<file path="config.mk">
export PLATFORM = sky130hd
export DESIGN_NAME = mnist_dlayer_unpack
export DESIGN_NICKNAME = d
export VERILOG_FILES = /design/src/rtl/mnist_dlayer_unpack.sv
export SDC_FILE = /design/constraint.sdc
export NUM_CORES = 1
export LEC_CHECK = 0
export BUFFER_PORTS_ARGS = -buffer_cell sky130_fd_sc_hd__buf_2
export CAP_MARGIN = 20
export CORE_MARGIN = 1
export CORE_UTILIZATION = 36
export CTS_BUF_LIST = sky130_fd_sc_hd__clkbuf_8
export CTS_CLUSTER_SIZE = 25
export DETAILED_ROUTE_END_ITERATION = 7
export GPL_ROUTABILITY_DRIVEN = 0
export SLEW_MARGIN = 20
export SYNTH_ARGS = -nofsm -noshare
export SYNTH_HDL_FRONTEND = slang
export SYNTH_SLANG_ARGS = --single-unit
</file>
<file path="constraint.sdc">
create_clock -name clk -period 2.6 [get_ports clk]
set_input_delay 0.39 -clock clk [delete_from_list [all_inputs] [get_ports clk]]
set_output_delay 0.39 -clock clk [all_outputs]
set_load 0.01 [all_outputs]
</file>
<file path="src/rtl/mnist_dlayer_unpack.sv">
// mnist_dlayer_unpack: packed dense-layer vector to oldest-first word stream.
// Optional ReLU on each emitted word when MNIST_UNPACK_RELU_EN is defined.
module mnist_dlayer_unpack #(
    parameter int NWORDS = 20,
    parameter int WIDTH  = 32
) (
    input  logic                    clk,
    input  logic                    rst_n,
    input  logic                    in_valid,
    output logic                    in_ready,
    input  logic [NWORDS*WIDTH-1:0] din,
    output logic                    out_valid,
    input  logic                    out_ready,
    output logic [WIDTH-1:0]        dout,
    output logic [4:0]              out_idx,
    output logic                    out_last
);

    localparam int         TOTAL    = NWORDS * WIDTH;
    localparam logic [4:0] LAST_IDX = 5'(NWORDS - 1);

    typedef enum logic {
        IDLE,
        SEND
    } state_e;

    state_e             state_q, state_d;
    logic [TOTAL-1:0]   sreg_q, sreg_d;
    logic [WIDTH-1:0]   dout_q, dout_d;
    logic [4:0]         idx_q, idx_d;
    logic               valid_q, valid_d;
    logic               last_q, last_d;

    // Word conditioning applied as a word is loaded into dout.
    function automatic logic [WIDTH-1:0] relu(input logic [WIDTH-1:0] w);
`ifdef MNIST_UNPACK_RELU_EN
        return w[WIDTH-1] ? '0 : w;
`else
        return w;
`endif
    endfunction

    // Next-state: accept a vector in IDLE, step through words in SEND.
    // sreg always holds the not-yet-emitted words with the next one at bit 0.
    always_comb begin
        state_d  = state_q;
        sreg_d   = sreg_q;
        dout_d   = dout_q;
        idx_d    = idx_q;
        valid_d  = valid_q;
        last_d   = last_q;
        in_ready = (state_q == IDLE);
        unique case (state_q)
            IDLE: begin
                if (in_valid) begin
                    sreg_d  = {{WIDTH{1'b0}}, din[TOTAL-1:WIDTH]};
                    dout_d  = relu(din[WIDTH-1:0]);
                    idx_d   = '0;
                    valid_d = 1'b1;
                    last_d  = 1'b0;
                    state_d = SEND;
                end
            end
            SEND: begin
                if (valid_q && out_ready) begin
                    if (idx_q == LAST_IDX) begin
                        valid_d = 1'b0;
                        last_d  = 1'b0;
                        idx_d   = '0;
                        state_d = IDLE;
                    end else begin
                        dout_d = relu(sreg_q[WIDTH-1:0]);
                        sreg_d = {{WIDTH{1'b0}}, sreg_q[TOTAL-1:WIDTH]};
                        idx_d  = idx_q + 5'd1;
                        last_d = ((idx_q + 5'd1) == LAST_IDX);
                    end
                end
            end
            default: state_d = IDLE;
        endcase
    end

    // State and output registers; reset discards any partial frame.
    always_ff @(posedge clk or negedge rst_n) begin
        if (!rst_n) begin
            state_q <= IDLE;
            sreg_q  <= '0;
            dout_q  <= '0;
            idx_q   <= '0;
            valid_q <= 1'b0;
            last_q  <= 1'b0;
        end else begin
            state_q <= state_d;
            sreg_q  <= sreg_d;
            dout_q  <= dout_d;
            idx_q   <= idx_d;
            valid_q <= valid_d;
            last_q  <= last_d;
        end
    end

    assign out_valid = valid_q;
    assign dout      = dout_q;
    assign out_idx   = idx_q;
    assign out_last  = last_q;

endmodule

</file>
==> impl_metrics.ini <==
[status]
status = complete, no violations

[logic_synthesis]
syn_avg_cell_area_um2 = 8.48
yosys_warnings = 0
synth_ff_type = dfrtp_1
synth_cell_types = 28
syn_nets = 4893
ys_seq_area_frac = 0.450
syn_area_mm2 = 0.0360
yosys_register_bits = 648
syn-instance-count = 4247
synth_edf_count = 0
async_reset_ff_frac = 1.00

[placement]
dpl_worst_slack_ns = 0.418
io_buffers = 683
hpwl_um = 90300
dpl.cell_count = 5916

[clock_tree]
h-tree-depth = 3
cts.path.max_buffers = 3
cts.sinks = 648
cts-buffers-inserted = 119
clockRootBuffer = clkbuf_8
cts_resized = 0
clock_latency_ns = 0.79
path_clk_slew_ns = 0.06
cts_setup_buffers = 0
cts_tree = done

[worst_setup_path]
crit_fanout = 15
cpMaxStageDelayCell = dfrtp_4
worst_ep_arrival_time_ns = 1.87
end_kind = primary output
crit_path_max_incr_delay_ns = 0.57
required_ns = 2.21
worstPathCellList = inv_2 > buf_2
worst-setup-path-type = reg -> out
start_kind = flop

[routing]
drt_pass1_iterations = 6
drtIter0Drc = 3208
num_vias = 37300
postRouteAntennaNets = 0
drc_errors = 0
routedWlPerCell_um = 20.4
drt_wl_total_um = 139000
via_per_inst = 5.48

[timing]
worst_pin_slew_ns = 0.641
fin_skew_ns = 0.0307
final.setup.tns_ns = 0
worst_slack_ns = 0.344
slew_headroom = 0.572
finalHoldViolCount = 0
post-route-min-period_ns = 2.26
fmax_mhz = 443
slew_viol_final = 0
rsz0062_at_grt = no
finalCritPeriodShare = 0.868
setup_viol = 0

[grt]
overflow = 0
grt_max_degree = 143
grt_usage = 0.268
grt_pass1_vias = 37100
grt_pass1_wl_um = 215000
antenna_found_initial = 35

[power]
vdd_drop_max_v = 0.000416
leakagePower_nw = 21.6
switching_share = 0.378
clkPwrFrac = 0.243
power.switching_mw = 15.8
pwr-share-comb = 0.321
seq_power_share = 0.436
intPower_mw = 26.0
powerDensity_mw_per_mm2 = 842

[final_layout]
final_common_cell = nand2_1
final_cells = 6805
area_growth_pct = 37.7
drive_gt1_frac = 0.179
register_area_mm2 = 0.0162
fillers = 9154
nNetsFinal = 6039
multi_input_area_mm2 = 0.0176
most-common-layout-cells = nand2_1, buf_2, dfrtp_1

[floorplanning]
start_util = 0.365
ios = 684
dieArea_mm2 = 0.101
row_count = 115
die_w_um = 318
die_height_um = 318
core_mm2 = 0.0987

[min_path]
min_path_type = in -> async

[run]
drv_cap = 0
-- kinds of logic (layout without fill, tap and decap cells) --
group           Yosys count  in the layout  share of synthesized area
other cells               0             30                          0
simple gates           1844           1844                      0.236
xor+xnor                  2              2                   0.000487
fa+ha+maj                 2              2                   0.000695
buf+inv                 426           1667                     0.0602
compound gates         1293           1293                      0.244
flops                   648            648                      0.450
mux                      32             32                    0.00890
-- power groups by stage --
stage | Sequential, mW | Clock, mW | Combinational (mW)
after floorplan | 16.5 | 0 | 9.47
after global placement | 18.1 | 0 | 12.2
after detailed placement | 18.2 | 0 | 12.5
after CTS | 18.1 | 10.4 | 13.4
after global routing | 18.6 | 10.8 | 14.9
final | 18.2 | 10.1 | 13.4
-- stage by stage --
step	total power, mW	cell area, µm²	util	hold WS [ns]
3_5_place_dp	30.7	40600	0.411	0.348
2_1_floorplan	26.0	36000	-	0.0944
5_1_grt	44.3	49500	0.502	0.0989
3_3_place_gp	30.4	40600	0.411	0.347
6_report	41.7	49600	0.502	0.105
4_1_cts	41.8	49500	0.501	0.0437
-- synthesized netlist by cell type (all sizes together) (5+ instances only) --
cell / instances / area [µm²]
clkbuf: 303 / 1140
buf: 118 / 1010
nand3: 8 / 40.0
dfrtp: 648 / 16200
a211oi: 608 / 4560
nand2: 1220 / 4580
mux2i: 32 / 320
nor2b: 608 / 3800
a21oi: 65 / 325
a31oi: 609 / 3810
inv: 5 / 18.8
o21ai: 6 / 30.0
-- sequential cells by signal (all words and copies together) (netlist names) --
signal / count
dout: 32
out_idx: 5
out_last: 1
out_valid: 1
sreg_q: 608
state_q: 1
-- layout make-up --
cell class,instances,area share
Timing Repair Buffer,1446,0.234
Tap cell,1287,0.0325
Inverter,5,0.000379
Clock buffer,156,0.0433
Antenna cell,30,0.00151
Multi-Input combinational cell,3173,0.355
Clock inverter,60,0.00601
Sequential cell,648,0.327
-- final timing paths --
path | from | slack, ns | endpoint | cells past startpoint
max in group asynchronous | rst_n | 1.46 | sreg_q[487]$_DFFE_PN0P_ | 3
max reg2reg | out_idx[1]$_DFFE_PN0P_ | 0.35 | sreg_q[293]$_DFFE_PN0P_ | 7
min in group clk | din[554] | 0.44 | sreg_q[522]$_DFFE_PN0P_ | 4
min reg2reg | sreg_q[214]$_DFFE_PN0P_ | 0.53 | sreg_q[182]$_DFFE_PN0P_ | 2
max | state_q$_DFF_PN0_ | 0.34 | in_ready | 2
min | rst_n | 0.10 | sreg_q[194]$_DFFE_PN0P_ | 2
-- per-layer routing --
metal	up-vias	GRT usage	part of all wire
li1	17400	-	-
met5	-	0	0.00068
met3	445	0.0510	0.060
met2	1464	0.433	0.47
met1	18000	0.335	0.41
met4	14	0.155	0.056
-- repair_timing --
| item | in CTS | in global routing |
|---|---|---|
| hold buffers | 643 | 0 |
| hold endpoints to repair | 984 | 0 |
| setup endpoints to repair | 0 | 0 |
-- worst max-delay path: cells and delay by family (launching register included) --
kind | cells | cell delay [ns]
flops | 1 | 0.57
buf+inv | 2 | 0.50
Power figures use the tool's default switching activity.
